File: src/rtl/pc_sequencer.sv
// -----------------------------------------------------------------------------
// pc_sequencer
//
// Multi-cycle program-counter controller. Owns the PC and walks each
// instruction through a fetch handshake with instruction memory (FETCH), then
// an execute phase that the datapath gates with ex_done (EXEC). On retirement
// it resolves conditional branches and jumps, updates the PC and the taken
// flag, and counts retired instructions. A taken target that is not word
// aligned traps (TRAP). A halt request retires the current instruction and
// then stops (HALT). Both stop states are left only through rst_n.
//
// Parameters
//   RESET_PC    PC value loaded on reset. Must be word aligned.
//
// Ports
//   clk         core clock; all state changes on its rising edge
//   rst_n       asynchronous active-low reset
//   imem_req    fetch request, high in every FETCH cycle
//   imem_addr   fetch address, always equal to pc
//   imem_ack    instruction word available; sampled only in FETCH
//   inst_valid  high in every EXEC cycle, including wait cycles
//   ex_done     datapath operands and br_op are final; sampled only in EXEC
//   br_op       branch/jump opcode
//   rs1, rs2    comparison operands
//   imm         sign-extended branch/JAL offset
//   alu_res     JALR target before bit 0 is cleared
//   halt_req    retire, then stop; sampled together with ex_done
//   pc          current PC (registered)
//   pc_plus4    pc + 4, combinational, modulo 2^32
//   taken       1 if the last retired instruction redirected the PC
//   instret     retired-instruction count, wraps modulo 2^32
//   misaligned  sticky trap flag
//   halted      sticky halt flag
// -----------------------------------------------------------------------------
module pc_sequencer #(
   parameter logic [31:0] RESET_PC = 32'h0000_0000
) (
   input  logic        clk,
   input  logic        rst_n,
   output logic        imem_req,
   output logic [31:0] imem_addr,
   input  logic        imem_ack,
   output logic        inst_valid,
   input  logic        ex_done,
   input  logic [4:0]  br_op,
   input  logic [31:0] rs1,
   input  logic [31:0] rs2,
   input  logic [31:0] imm,
   input  logic [31:0] alu_res,
   input  logic        halt_req,
   output logic [31:0] pc,
   output logic [31:0] pc_plus4,
   output logic        taken,
   output logic [31:0] instret,
   output logic        misaligned,
   output logic        halted
);

   typedef enum logic [2:0] {
      ST_IDLE  = 3'd0,
      ST_FETCH = 3'd1,
      ST_EXEC  = 3'd2,
      ST_HALT  = 3'd3,
      ST_TRAP  = 3'd4
   } state_t;

   localparam logic [4:0] OP_BEQ  = 5'b00000;
   localparam logic [4:0] OP_BNE  = 5'b00001;
   localparam logic [4:0] OP_BLT  = 5'b00100;
   localparam logic [4:0] OP_BGE  = 5'b00101;
   localparam logic [4:0] OP_BLTU = 5'b00110;
   localparam logic [4:0] OP_BGEU = 5'b00111;
   localparam logic [4:0] OP_JAL  = 5'b01111;
   localparam logic [4:0] OP_JALR = 5'b10111;

   // Decides whether br_op redirects the PC. Unlisted opcodes (including the
   // 10101 "plain instruction" code) fall through and never redirect.
   function automatic logic branch_taken(
      input logic [4:0]  op,
      input logic [31:0] a,
      input logic [31:0] b
   );
      logic result;
      case (op)
         OP_BEQ:  result = (a == b);
         OP_BNE:  result = (a != b);
         OP_BLT:  result = ($signed(a) <  $signed(b));
         OP_BGE:  result = ($signed(a) >= $signed(b));
         OP_BLTU: result = (a <  b);
         OP_BGEU: result = (a >= b);
         OP_JAL:  result = 1'b1;
         OP_JALR: result = 1'b1;
         default: result = 1'b0;
      endcase
      return result;
   endfunction

   state_t      state_q,      state_d;
   logic [31:0] pc_q,         pc_d;
   logic        taken_q,      taken_d;
   logic [31:0] instret_q,    instret_d;
   logic        misaligned_q, misaligned_d;
   logic        halted_q,     halted_d;
   logic        imem_req_q,   imem_req_d;
   logic        inst_valid_q, inst_valid_d;

   logic        redirect_s;
   logic [31:0] target_s;
   logic [31:0] pc_plus4_s;
   logic        target_bad_s;

   // Branch resolution from the current operands; only consumed on ex_done.
   always_comb begin
      pc_plus4_s = pc_q + 32'd4;
      redirect_s = branch_taken(br_op, rs1, rs2);
      // JALR ignores imm and clears bit 0 of the ALU result; everything else
      // that redirects is PC-relative.
      if (br_op == OP_JALR) begin
         target_s = alu_res & 32'hFFFF_FFFE;
      end else begin
         target_s = pc_q + imm;
      end
      // A not-taken instruction falls through to pc+4, which is always
      // aligned, so only a redirect can trap.
      target_bad_s = redirect_s && (target_s[1:0] != 2'b00);
   end

   // Next-state and next-output logic for the sequencer.
   always_comb begin
      state_d      = state_q;
      pc_d         = pc_q;
      taken_d      = taken_q;
      instret_d    = instret_q;
      misaligned_d = misaligned_q;
      halted_d     = halted_q;

      case (state_q)
         ST_IDLE: begin
            state_d = ST_FETCH;
         end
         ST_FETCH: begin
            if (imem_ack) begin
               state_d = ST_EXEC;
            end else begin
               state_d = ST_FETCH;
            end
         end
         ST_EXEC: begin
            if (ex_done) begin
               if (target_bad_s) begin
                  // Trap wins over halt: nothing retires, architectural
                  // state stays as it was before this instruction.
                  misaligned_d = 1'b1;
                  state_d      = ST_TRAP;
               end else begin
                  if (redirect_s) begin
                     pc_d = target_s;
                  end else begin
                     pc_d = pc_plus4_s;
                  end
                  taken_d   = redirect_s;
                  instret_d = instret_q + 32'd1;
                  if (halt_req) begin
                     halted_d = 1'b1;
                     state_d  = ST_HALT;
                  end else begin
                     state_d  = ST_FETCH;
                  end
               end
            end else begin
               state_d = ST_EXEC;
            end
         end
         ST_HALT: begin
            halted_d = 1'b1;
            state_d  = ST_HALT;
         end
         ST_TRAP: begin
            misaligned_d = 1'b1;
            state_d      = ST_TRAP;
         end
         default: begin
            // Unreachable encodings restart the boot sequence.
            state_d = ST_IDLE;
         end
      endcase

      // Handshake outputs are registered, so they are derived from the state
      // being entered rather than the state being left.
      imem_req_d   = (state_d == ST_FETCH);
      inst_valid_d = (state_d == ST_EXEC);
   end

   // State and registered-output update; rst_n clears everything at once.
   always_ff @(posedge clk or negedge rst_n) begin
      if (!rst_n) begin
         state_q      <= ST_IDLE;
         pc_q         <= RESET_PC;
         taken_q      <= 1'b0;
         instret_q    <= 32'd0;
         misaligned_q <= 1'b0;
         halted_q     <= 1'b0;
         imem_req_q   <= 1'b0;
         inst_valid_q <= 1'b0;
      end else begin
         state_q      <= state_d;
         pc_q         <= pc_d;
         taken_q      <= taken_d;
         instret_q    <= instret_d;
         misaligned_q <= misaligned_d;
         halted_q     <= halted_d;
         imem_req_q   <= imem_req_d;
         inst_valid_q <= inst_valid_d;
      end
   end

   assign pc         = pc_q;
   assign imem_addr  = pc_q;
   assign pc_plus4   = pc_plus4_s;
   assign taken      = taken_q;
   assign instret    = instret_q;
   assign misaligned = misaligned_q;
   assign halted     = halted_q;
   assign imem_req   = imem_req_q;
   assign inst_valid = inst_valid_q;

endmodule

File: config.mk
export PLATFORM = sky130hd
export DESIGN_NAME = pc_sequencer
export DESIGN_NICKNAME = d
export VERILOG_FILES = /design/src/rtl/pc_sequencer.sv
export SDC_FILE = /design/constraint.sdc
export NUM_CORES = 1
export LEC_CHECK = 0
export ABC_CLOCK_PERIOD_IN_PS = 3420
export CAP_MARGIN = 30
export CORE_ASPECT_RATIO = 1.4
export CORE_MARGIN = 1.5
export CORE_UTILIZATION = 45
export CTS_CLUSTER_SIZE = 30
export DETAILED_ROUTE_END_ITERATION = 8
export HOLD_SLACK_MARGIN = 0.12
export PLACE_DENSITY = 0.83
export SETUP_SLACK_MARGIN = 0.5
export SLEW_MARGIN = 20
export SYNTH_ARGS = -nofsm -noshare
export SYNTH_HDL_FRONTEND = slang
export SYNTH_SLANG_ARGS = --single-unit
export TNS_END_PERCENT = 1
File: constraint.sdc
create_clock -name clk -period 3.42 [get_ports clk]
set_input_delay 0.684 -clock clk [delete_from_list [all_inputs] [get_ports clk]]
set_output_delay 0.684 -clock clk [all_outputs]
set_load 0.01 [all_outputs]
======== Yosys cells after proc, flatten, opt, wreduce, memory -nomap -nowiden ========
Cells that the tools add are included.
operators by class
  bitwise operators ....................... 1
  div/mod/pow operators ................... 0
  equality and inequality tests ........... 19
  $mul .................................... 0
  order comparisons ....................... 4
  add/subtract/negate cells ............... 3
  reduce and logical (&&, ||, !) cells .... 10
  shift-type cells ........................ 0
  multiplexer cells ....................... 15
operators with widths
  cell                                                              number
  32-bit greater-or-equal comparator                                2
  32-bit less-than comparator                                       2
  32-bit two-way mux                                                2
  32-bit by 1-bit adder with 32-bit output (second input constant)  1
  32-bit by 3-bit adder with 32-bit output (second input constant)  1
  32-bit adder                                                      1
  32-bit == test                                                    1
  32-bit inequality test                                            1
  5-bit by 3-bit == test with 1-bit output (second input constant)  4
  3-bit one-hot mux with 5 select lines                             1
  3-bit by 2-bit == test with 1-bit output (second input constant)  3
  2-bit inequality test (second input constant)                     4
  1-bit one-hot mux with 7 select lines                             1
  3-bit by 1-bit == test with 1-bit output (second input constant)  2
  3-bit two-way mux                                                 2
  3-bit AND reduction                                               2
  2-bit nonzero test                                                3
  5-bit by 1-bit == test with 1-bit output (second input constant)  1
  5-bit by 4-bit == test with 1-bit output (second input constant)  1
  5-bit == test (second input constant)                             1
  5-bit logical NOT                                                 1
  1-bit two-way mux                                                 5
  2-bit two-way mux                                                 2
  1-bit one-hot mux with 2 select lines                             2
  6 further kinds                                                   6
word-level totals
  latch bits .............................. 0
  input bits .............................. 138
  output and inout port bits .............. 133
  memories ................................ 0
  logic and storage cells ................. 60
  RAM bits ................................ 0
  memory bits (read-only) ................. 0
  flip-flop bits (word level) ............. 72

======== Logic depth before layout (Yosys ltp) ========
Gate-level depths: netlist (run 1).
  word-level depth ........................ 8
  gate-level depth with buffers ........... 13
  depth with buffers taken out ............ 13

======== Worst setup path before layout (run 1) ========
OpenSTA, ideal clock, no wires.
  kind .................................... input to register
  start ................................... in rs2[31]
  end ..................................... reg pc_q[13], in the netlist imem_addr[13]
  path buffers ............................ 2
  library setup time ...................... 0.121 ns
  data arrival time ....................... 3.067 ns
  data required time ...................... 3.299 ns
  setup slack ............................. 0.232 ns
  stages on the path ...................... 13
  cells stage by stage .................... inv_1 ha_1 nand4_1 nor4_2 inv_1 o211ai_2 mux2i_1 nand4_1 a31oi_4 buf_4 buf_2 nor2_1 o22a_1
on the way
  word-level cells in the longest chain between the ends .. 5
  elaborated cells on any way between the ends .. 11
  those cells by class .................... 4 x order compare; 2 x eq/ne; 2 x mux; 1 x bitwise; 2 x reduce/logical
RTL lines
  item                                                        RTL line  RTL
  start: declaration                                          47        input logic [31:0] rs2,
  32-bit greater-or-equal comparator (tied with other cells)  90        OP_BGEU: result = (a >= b);
  1-bit one-hot mux with 7 select lines (*)                   84        case (op)
  1-bit logical AND                                           125       target_bad_s = redirect_s && (target_s[1:0] != 2'b00);
  1-bit inverter (no line)                                    -
  3-bit AND reduction (no line)                               -
  end signal: assignment                                      207       pc_q <= pc_d;
  end: declaration                                            99        logic [31:0] pc_q, pc_d;
Every way passes the cells marked *; elsewhere a longest branch is shown, timed or not.
A chain may end at the register's enable or synchronous reset.

======== Final worst setup path (run 1) ========
  start ................................... reg pc_q[2], in the netlist imem_addr[2]
  end ..................................... reg pc_q[23], in the netlist imem_addr[23]
on the way
  word-level cells in the longest chain between the ends .. 3
  elaborated cells on any way between the ends .. 4
  those cells by class .................... 2 x add/sub; 2 x mux
RTL lines
  item                    RTL line  RTL
  32-bit adder            121       target_s = pc_q + imm;
  32-bit two-way mux      118       if (br_op == OP_JALR) begin
  32-bit two-way mux (*)  156       if (redirect_s) begin
Marks and branches as above.

==> results of run 1 <==
worst max path at each step:
stage / end / cells past startpoint / slack (ns) / startpoint
6_report: imem_addr[23]$_DFFE_PN0P_ / 12 / 0.19 / imem_addr[2]$_DFFE_PN0P_
5_1_grt: instret[16]$_DFFE_PN0P_ / 17 / 0.12 / rs2[31]
4_1_cts: instret[21]$_DFFE_PN0P_ / 14 / 0.23 / rs2[5]
3_5_place_dp: imem_addr[26]$_DFFE_PN0P_ / 14 / -0.55 / rs2[27]
3_3_place_gp: imem_addr[27]$_DFFE_PN0P_ / 14 / -0.46 / rs2[17]
2_1_floorplan: imem_addr[8]$_DFFE_PN0P_ / 12 / 0.37 / rs2[27]
Yosys cell counts (all sizes together), types with 3 or more instances:
cell type   n  area [µm²]
a211oi     21         158
a21boi      4        33.8
a21o        9        67.6
a21oi      54         270
a31oi      18         128
and2        7        45.1
and3       15        93.8
and4        6        52.6
buf        49         330
clkbuf     14        52.6
dfrtp      72        1800
ha         65         813
inv        56         210
mux2i      11         110
nand2      79         297
nand2b     13        81.3
nand3      31         155
nand3b      5        37.5
nand4      24         156
nor2       72         270
nor2b       6        37.5
nor3       14        85.1
nor3b       5        37.5
nor4        9        83.8
o211ai      5        42.5
o21a        4        30.0
o21ai      52         260
o22a        8        70.1
o22ai       4        25.0
o31ai       5        37.5
or2         3        18.8
or3         5        36.3
xnor2      57         499
xor2       24         210
power groups by stage:
stage / combinational, mW / clock [mW] / sequential (mW)
floorplan: 2.42 / 0 / 1.48
global placement: 4.59 / 0 / 1.34
detailed placement: 4.66 / 0 / 1.36
CTS: 4.81 / 1.03 / 1.35
global route: 5.51 / 1.07 / 1.39
finish: 5.12 / 1.03 / 1.37
sequential cells by signal, summed over array words and instances, names as in the netlist:
register / flops
imem_addr: 32
instret: 32
state_q: 3
halted: 1
imem_req: 1
inst_valid: 1
misaligned: 1
taken: 1
area by class of cell:
cell class,count,share of cell area [%]
Tap cell,192,2.08
Inverter,56,1.89
Multi-Input combinational cell,668,46.4
Clock buffer,11,2.02
Clock inverter,5,0.704
Timing Repair Buffer,406,31.3
Sequential cell,72,15.6
Antenna cell,1,0.0217
worst max-delay path: cells and delay by family, from the launching register on:
| kind | cells | cell delay [ns] |
|---|---|---|
| xor gates and xnor gates | 1 | 0.08 |
| adders and majority gates | 1 | 0.32 |
| buffers and inverters | 2 | 0.31 |
| AOI/OAI and AO/OA | 6 | 1.29 |
| DFF | 1 | 0.44 |
| and+or+nand+nor | 2 | 0.69 |
metal layers:
layer | track usage, % | vias up | part of all wire [%]
met5 | 0 | - | 0.042
met4 | 14.9 | 2 | 4.7
met3 | 5.14 | 107 | 5.9
met2 | 57.6 | 380 | 53
met1 | 33.5 | 3840 | 36
li1 | - | 3760 | -
logic make-up after synthesis:
| logic type | after synthesis | share of synthesized area, % |
|---|---|---|
| buffers and inverters | 119 | 8.56 |
| AOI/OAI and AO/OA | 208 | 19.4 |
| DFF | 72 | 26.0 |
| muxes | 12 | 1.75 |
| adders and majority gates | 66 | 12.0 |
| and+or+nand+nor | 299 | 22.1 |
| xor gates and xnor gates | 81 | 10.2 |
through the flow:
stage               util (%)  instances
finish                  76.7       1411
global route            76.7       1411
CTS                     74.5       1392
detailed placement      68.7       1356
global placement        68.7       1356
floorplan                  -        857
what timing repair did:
action                     4_1_cts  5_1_grt
setup buffers                   18       17
setup endpoints to repair       94       94
cloned                           2        0
resized for setup              198      148
pin swaps                       60       64
hold buffers                     0        0
==> results.md, run 1 <==
- The tree is rooted in a clkbuf_16.
- Clock-pin slew was measured on the worst setup and hold paths at 0.06 ns.
- The leading register cell type out of synthesis is dfrtp_1.
- Counting the fill cells in the layout gives 1009.
- The count of cells along the worst register-to-register path is 12.
- Among all stages on the critical path, the largest delay is contributed by or4_4.
- Summed over all nets, the half-perimeter wirelength after detailed placement is 18700 µm.
- The net count after synthesis is ~1100.
- The number of clock sinks is 72.
- The kind of critical path is reg2reg.
- The normalized max-slew margin is 60.6%.
- The number of synthesis warnings is 0.
- After detailed routing, the number of remaining DRC violations is 0.
- The total number of placement rows is 53.
- The class of the tightest hold or removal check is in2async.
- The synthesized netlist contains 72 unique library cells.
- The endpoint identified for the worst register-to-register timing path is imem_addr[23]$_DFFE_PN0P_.
- In this run the tool buffered the top-level ports with 269 buffer cells.
- The flop-to-flop setup slack is 0.19 ns.
- The die covers 16200 µm².
- The number of flops mapped to enable cells by yosys is 0.
- Dividing the detail-routed via count by the number of cells gives 5.73.
- Across every metal layer, demand over resource in global routing totals 31.0%.
- The run finished with clean final reports.
- The sequential share of power is 18.2%.
- The clock reaches the later pin of the worst-skew pair after 0.34 ns.
- The I/O pin count is 271.
- For this run, asynchronously set or reset flops after synthesis account for 100%.
- The maximum clock frequency is roughly 0.31 GHz.
- In this run switching power makes up 41.9% of total power.
- In this run the mean area of a mapped cell was 8.09 µm².
- The final routed wire length divided by cell count is 18.6 µm.
- The global-route wire length before repair is 39400 µm.
- The transition at the pin with the smallest max-transition slack is between 0.5 and 0.6 ns.
- Setup slack on the critical path of the routed design comes to 0.187 ns.
- The max-capacitance violation count is 0.
- The number of cells produced by synthesis is about 860.
- The first detailed-routing pass ran for 5 iterations.
- The total overflow left after global routing is 0.
- The startpoint of the worst register-to-register path is imem_addr[2]$_DFFE_PN0P_.
- In this run, the number of DRC markers left after iteration 0 of detailed routing was 409.
- The maximum single-stage delay on the critical path is 0.54 ns.
- Synthesis inferred 72 register bits.
- The share of the Yosys chip area taken by registers is 26.0%.
- The final clock skew is 0.00756 ns.
- For the final routed database, the setup TNS stands at 0 ns.
- Summing all flip-flop and latch instances after layout gives 1800 µm².
- Dividing the final minimum period by the clock period gives between 90% and 100%.
- The global placer's final weighted congestion is 0.971.
- Entering global routing, the biggest net connects 73 pins.
- The routed design could run at a clock period as short as 3.23 ns.
- The layout cell share with drive strength beyond 1 is between 20% and 30%.
- IR analysis of the VDD net gives a maximum drop of between 0.0005 and 0.0006 V.
- The power per cell area is 650 nW/µm².
- The final-layout worst hold slack is 0.341 ns.
- The number of buffers created by CTS is 9.
- Summing all multi-input logic gate instances after layout gives 5360 µm².
- The number of global-route vias before repair is 8051.
- The floorplan step defined a core boundary enclosing 15100 µm².
- The final count of hold timing violations came to 0.
- The wire length reported by the detailed router is 26200 µm.
- The effective utilization at floorplan is a little under half.
- The max-slew violation count was 0.
- Cell internal power was estimated by the tool at about 4.4 mW.
- The detail route stage leaves a number of antenna-violating nets equal to 0.
- The critical path data required time is ~3.7 ns.
- The worst slack at placement is -0.549 ns.
- The critical path endpoint category is a flip-flop.
- The signal on the critical path passes through buf_4 -> ha_1 -> buf_6 -> nand4_1 -> a21boi_2 -> a211oi_4 -> or4_4 -> a31oi_4 -> a221o_1 -> xnor2_1 -> o211a_1 -> o31ai_1.
- The sort of element at the start of the critical path is a flip-flop.
- Summing all non-filler instances in the final layout gives an area of roughly 12000 µm².
- The library cells used most frequently in the layout, excluding fill and tap cells, are 183 x clkdlybuf4s50_1, 129 x buf_4, 75 x nand2_1.
- At the end of the flow, the number of nets in the layout was 1417.
- The analysis attributes to net switching a power of 3.14 mW.
- For this design the static power due to leakage is 5.10 nW.
- Measured along the y axis, the die boundary spans 150 µm.
- The most common cell after layout, fill and taps aside is clkdlybuf4s50_1.
- The via count is 8089.
- The maximum buffer depth of the clock tree is 2.
- The area growth from synthesis to layout is 66.6%.
- The post-synth design cell area is 6930 µm².
- Setup repair after global routing could not meet its margin everywhere.
- Combinational logic burns 68.1% of the power.
- The total power consumption of the routed design is 7.51 mW.
- TritonCTS built the clock tree.
- The count of endpoints failing setup in the final report is 0.
- The share of total power dissipated in the clock network is 13.7%.
- The signal arrival time at the worst endpoint is 3.47 ns.
- The placed instances occupy a cell area of 10300 µm².
- Of all nets on the critical path, the largest fanout is 7.
- The initial antenna violation count is 2.
- In this run the number of H-tree levels came out at 3.
- The die is 108 µm wide.
(Power assumes the default switching activity.)
==> run 2, diff against run 1 <==
--- a/config.mk
+++ b/config.mk
@@ -5,7 +5,6 @@
 export SDC_FILE = /design/constraint.sdc
 export NUM_CORES = 1
 export LEC_CHECK = 0
-export ABC_CLOCK_PERIOD_IN_PS = 3420
 export CAP_MARGIN = 30
 export CORE_ASPECT_RATIO = 1.4
 export CORE_MARGIN = 1.5
==> constraint.sdc (replaced) <==
create_clock -name clk -period 3.5 [get_ports clk]
set_input_delay 0.7 -clock clk [delete_from_list [all_inputs] [get_ports clk]]
set_output_delay 0.7 -clock clk [all_outputs]
set_load 0.01 [all_outputs]
==> run 2 against run 1 <==
The run now ends with negative setup slack left. Sequential power about the same. Global-route usage fell by 1.2 points. Die area unchanged. Critical path type is now in2reg. Largest power group unchanged.
==> results.md, run 2 (synthesized netlist as in run 1, its figures left out) <==
- The run finished, with violations left.
- The checks that failed: negative setup slack.
- The flop-to-flop setup slack is 0.24 ns (+0.05 ns).
- Relative to the synthesized area, the layout overhead comes to 61.6%.
- The post-route antenna net violation count is 0 (unchanged).
- The internal portion of total power is 4.07 mW (-6.8%).
- The end-of-flow core utilization is 74.4% (-2.3 points).
- The clock insertion delay at the later pin of the skew report is 0.34 ns (about the same).
- The global route total overflow is 0 (unchanged).
- The capture instance of the worst register-to-register path is imem_addr[31]$_DFFE_PN0P_.
- The maximum resistive drop on vdd was 0.000532 V (-4.4%).
- The final count of hold timing violations came to 0 (unchanged).
- The transition at the pin with the smallest max-transition slack came to 0.803 ns (+0.212 ns).
- The layout cell share with drive strength beyond 1 is 19.9% (-8.5 points).
- The global placer's final weighted congestion is 0.963 (-0.88%).
- The cell occurring most often along the worst timing path is nand4_1.
- The count of cells along the worst register-to-register path was 14 (+2).
- The leakage component of the power is 4.87 nW (-4.6%).
- The switching part of the total power is 41.9% (about the same).
- The effective utilization at floorplan came to 46.0% (unchanged).
- The highest net fanout along the worst path is 10 (+3).
- The diode insertion count for antenna repair is 0 (-1).
- The maximum number of pins on one net before global-route repair is 73 (unchanged).
- The final-layout worst hold slack is 0.268 ns (-0.0737 ns).
- The iteration count of the initial detailed-routing pass was 7 (+2).
- The HPWL after detailed placement is 18300 µm (-2.5%).
- The initial DRC count is 430 (+5.1%).
- The die area was 16200 µm² (unchanged).
- The I/O pin count is 271 (unchanged).
- The via count is 7925 (-2.0%).
- The standard cell with the maximum stage delay on the critical path is clkdlybuf4s50_1.
- The number of nets at the end of the flow came to 1384 (-2.3%).
- The startpoint identified for the worst register-to-register timing path is imem_addr[2]$_DFFE_PN0P_.
- The final routed wire length divided by cell count is 18.2 µm (-2.3%).
- The maximum buffer depth of the clock tree is 2 (unchanged).
- The worst setup path is captured at a flip-flop.
- The combined area of the multi-input logic cells was 5100 µm² (-4.8%).
- The global-route wire length before repair was 37900 µm (-3.8%).
- The top cell types in the final layout, fill and taps aside, are 244 x clkdlybuf4s50_1, 98 x buf_4, 74 x nand2_1.
- The logic gate share of total power is 65.7% (-2.4 points).
- The count of endpoints failing setup in the final report is 30 (+30).
- The max-slew violation count was 0 (unchanged).
- The die outline height is 150 µm (unchanged).
- The initial antenna violation count is 0 (-2).
- The floorplan core area was 15100 µm² (unchanged).
- The number of clock sinks is 72 (unchanged).
- The signal arrival time at the worst endpoint is 3.85 ns (+0.38 ns).
- The area taken by flip-flops and latches came to 1810 µm² (+0.14%).
- The total number of placement rows is 53 (unchanged).
- The wire length reported by the detailed router is 25000 µm (-4.6%).
- The H-tree level count is 3 (unchanged).
- The relative contribution of the clock network to total power came to 14.5% (+0.8 points).
- The clock root buffer is clkbuf_16.
- The smallest setup slack after layout came to -0.110 ns (-0.297 ns).
- The maximum clock frequency is approximately 0.28 GHz.
- The clock tree from TritonCTS is done.
- The critical path data required time is 3.74 ns (+0.08 ns).
- Dividing the final minimum period by the clock period gives 103%.
- The number of global-route vias before repair came to 7875 (-2.2%).
- The net switching power figure is 2.94 mW (-6.7%).
- The remaining design rule violation count is 0 (unchanged).
- The chip width was 108 µm (unchanged).
- The number of buffers created by CTS is 9 (unchanged).
- The placed instance area is 10200 µm² (-1.1%).
- The power per cell area came to 625 nW/µm² (-3.9%).
- Setup repair after global routing could not meet its margin everywhere.
- Walking the worst path, the cells encountered are clkdlybuf4s50_1 -> inv_1 -> ha_4 -> nand4_1 -> nor4_4 -> o311ai_2 -> o211ai_2 -> mux2i_1 -> nand4_1 -> a31oi_4 -> buf_12 -> nor2_2 -> buf_6 -> buf_4 -> a221oi_2.
- The maximum single-stage delay on the critical path is 0.46 ns (-0.08 ns).
- The worst slack at placement is -0.477 ns (+0.0720 ns).
- The normalized max-slew margin came to 46.5% (-14 points).
- The setup TNS is -1.45 ns (-1.45 ns).
- The most common cell after layout, fill and taps aside is clkdlybuf4s50_1.
- The sort of element at the start of the critical path is an input pin.
- The detail-routed via count per cell is 5.76 (+0.39%).
- The critical path is of the in2reg type.
- The post-cts hold buffer count was 0 (unchanged).
- The max-capacitance violation count came to 0 (unchanged).
- The cell area after layout is 11200 µm² (-3.0%).
- The layout filler cell count is 1083 (+7.3%).
- The sequential share of power came to 19.8% (+1.6 points).
- The clock period minus final worst setup slack is 3.61 ns.
- The total routing usage reported by global routing is 29.8% (-1.2 points).
- The final clock skew is 0.00820 ns (+0.000641 ns).
- The class of the tightest hold or removal check is in2async.
- The count of input and output buffers is 269 (unchanged).
- The CTS clock-pin slew for the worst setup and hold paths is 0.07 ns (about the same).
-- run 2: how the worst max path moves through the flow --
stage,start,endpoint
2_1_floorplan,rs2[5],imem_addr[13]$_DFFE_PN0P_
3_3_place_gp,rs2[25],imem_addr[29]$_DFFE_PN0P_
3_5_place_dp,rs2[7],instret[20]$_DFFE_PN0P_
4_1_cts,rs2[6],instret[21]$_DFFE_PN0P_
5_1_grt,rs2[26],imem_addr[21]$_DFFE_PN0P_
6_report,rs2[26],imem_addr[21]$_DFFE_PN0P_
-- run 2: power by group through the flow --
stage / logic [mW] / clock network (mW) / registers, mW
4_1_cts: 4.49 / 1.01 / 1.37
3_5_place_dp: 4.41 / 0 / 1.35
6_report: 4.60 / 1.01 / 1.39
2_1_floorplan: 2.34 / 0 / 1.45
3_3_place_gp: 4.34 / 0 / 1.34
5_1_grt: 4.97 / 1.06 / 1.41
-- run 2: critical path, delay by kind of cell --
kind | cells | cell delay, ns
buf+inv | 5 | 0.95
compound gates | 4 | 0.80
fa+ha+maj | 1 | 0.27
mux | 1 | 0.21
simple gates | 4 | 0.92
-- run 2: layer usage --
layer	share of wire (%)	wire length, µm	up-vias	track usage (%)
met5	0	0	-	0
met4	5.4	1340	0	16.5
met3	6.0	1490	97	5.84
met2	51	12800	368	54.2
met1	38	9410	3779	31.9
li1	-	-	3681	-
-- run 2: timing repair --
item,CTS,global route
pin swaps,32,22
gates resized for setup,121,47
buffers inserted,5,5
gates cloned,0,0
endpoints found under the setup margin,94,86
-- run 2: stage by stage --
stage | power [mW] | cells
after floorplan | 3.79 | 857
after global placement | 5.69 | 1350
after detailed placement | 5.76 | 1350
after CTS | 6.87 | 1371
after global routing | 7.45 | 1377
final | 7.00 | 1377
-- run 2: layout make-up --
class,instances,share of cell area (%)
Multi-Input combinational cell,666,45.5
Inverter,56,1.88
Clock inverter,6,0.826
Clock buffer,10,2.04
Sequential cell,72,16.1
Timing Repair Buffer,375,31.5
Tap cell,192,2.14
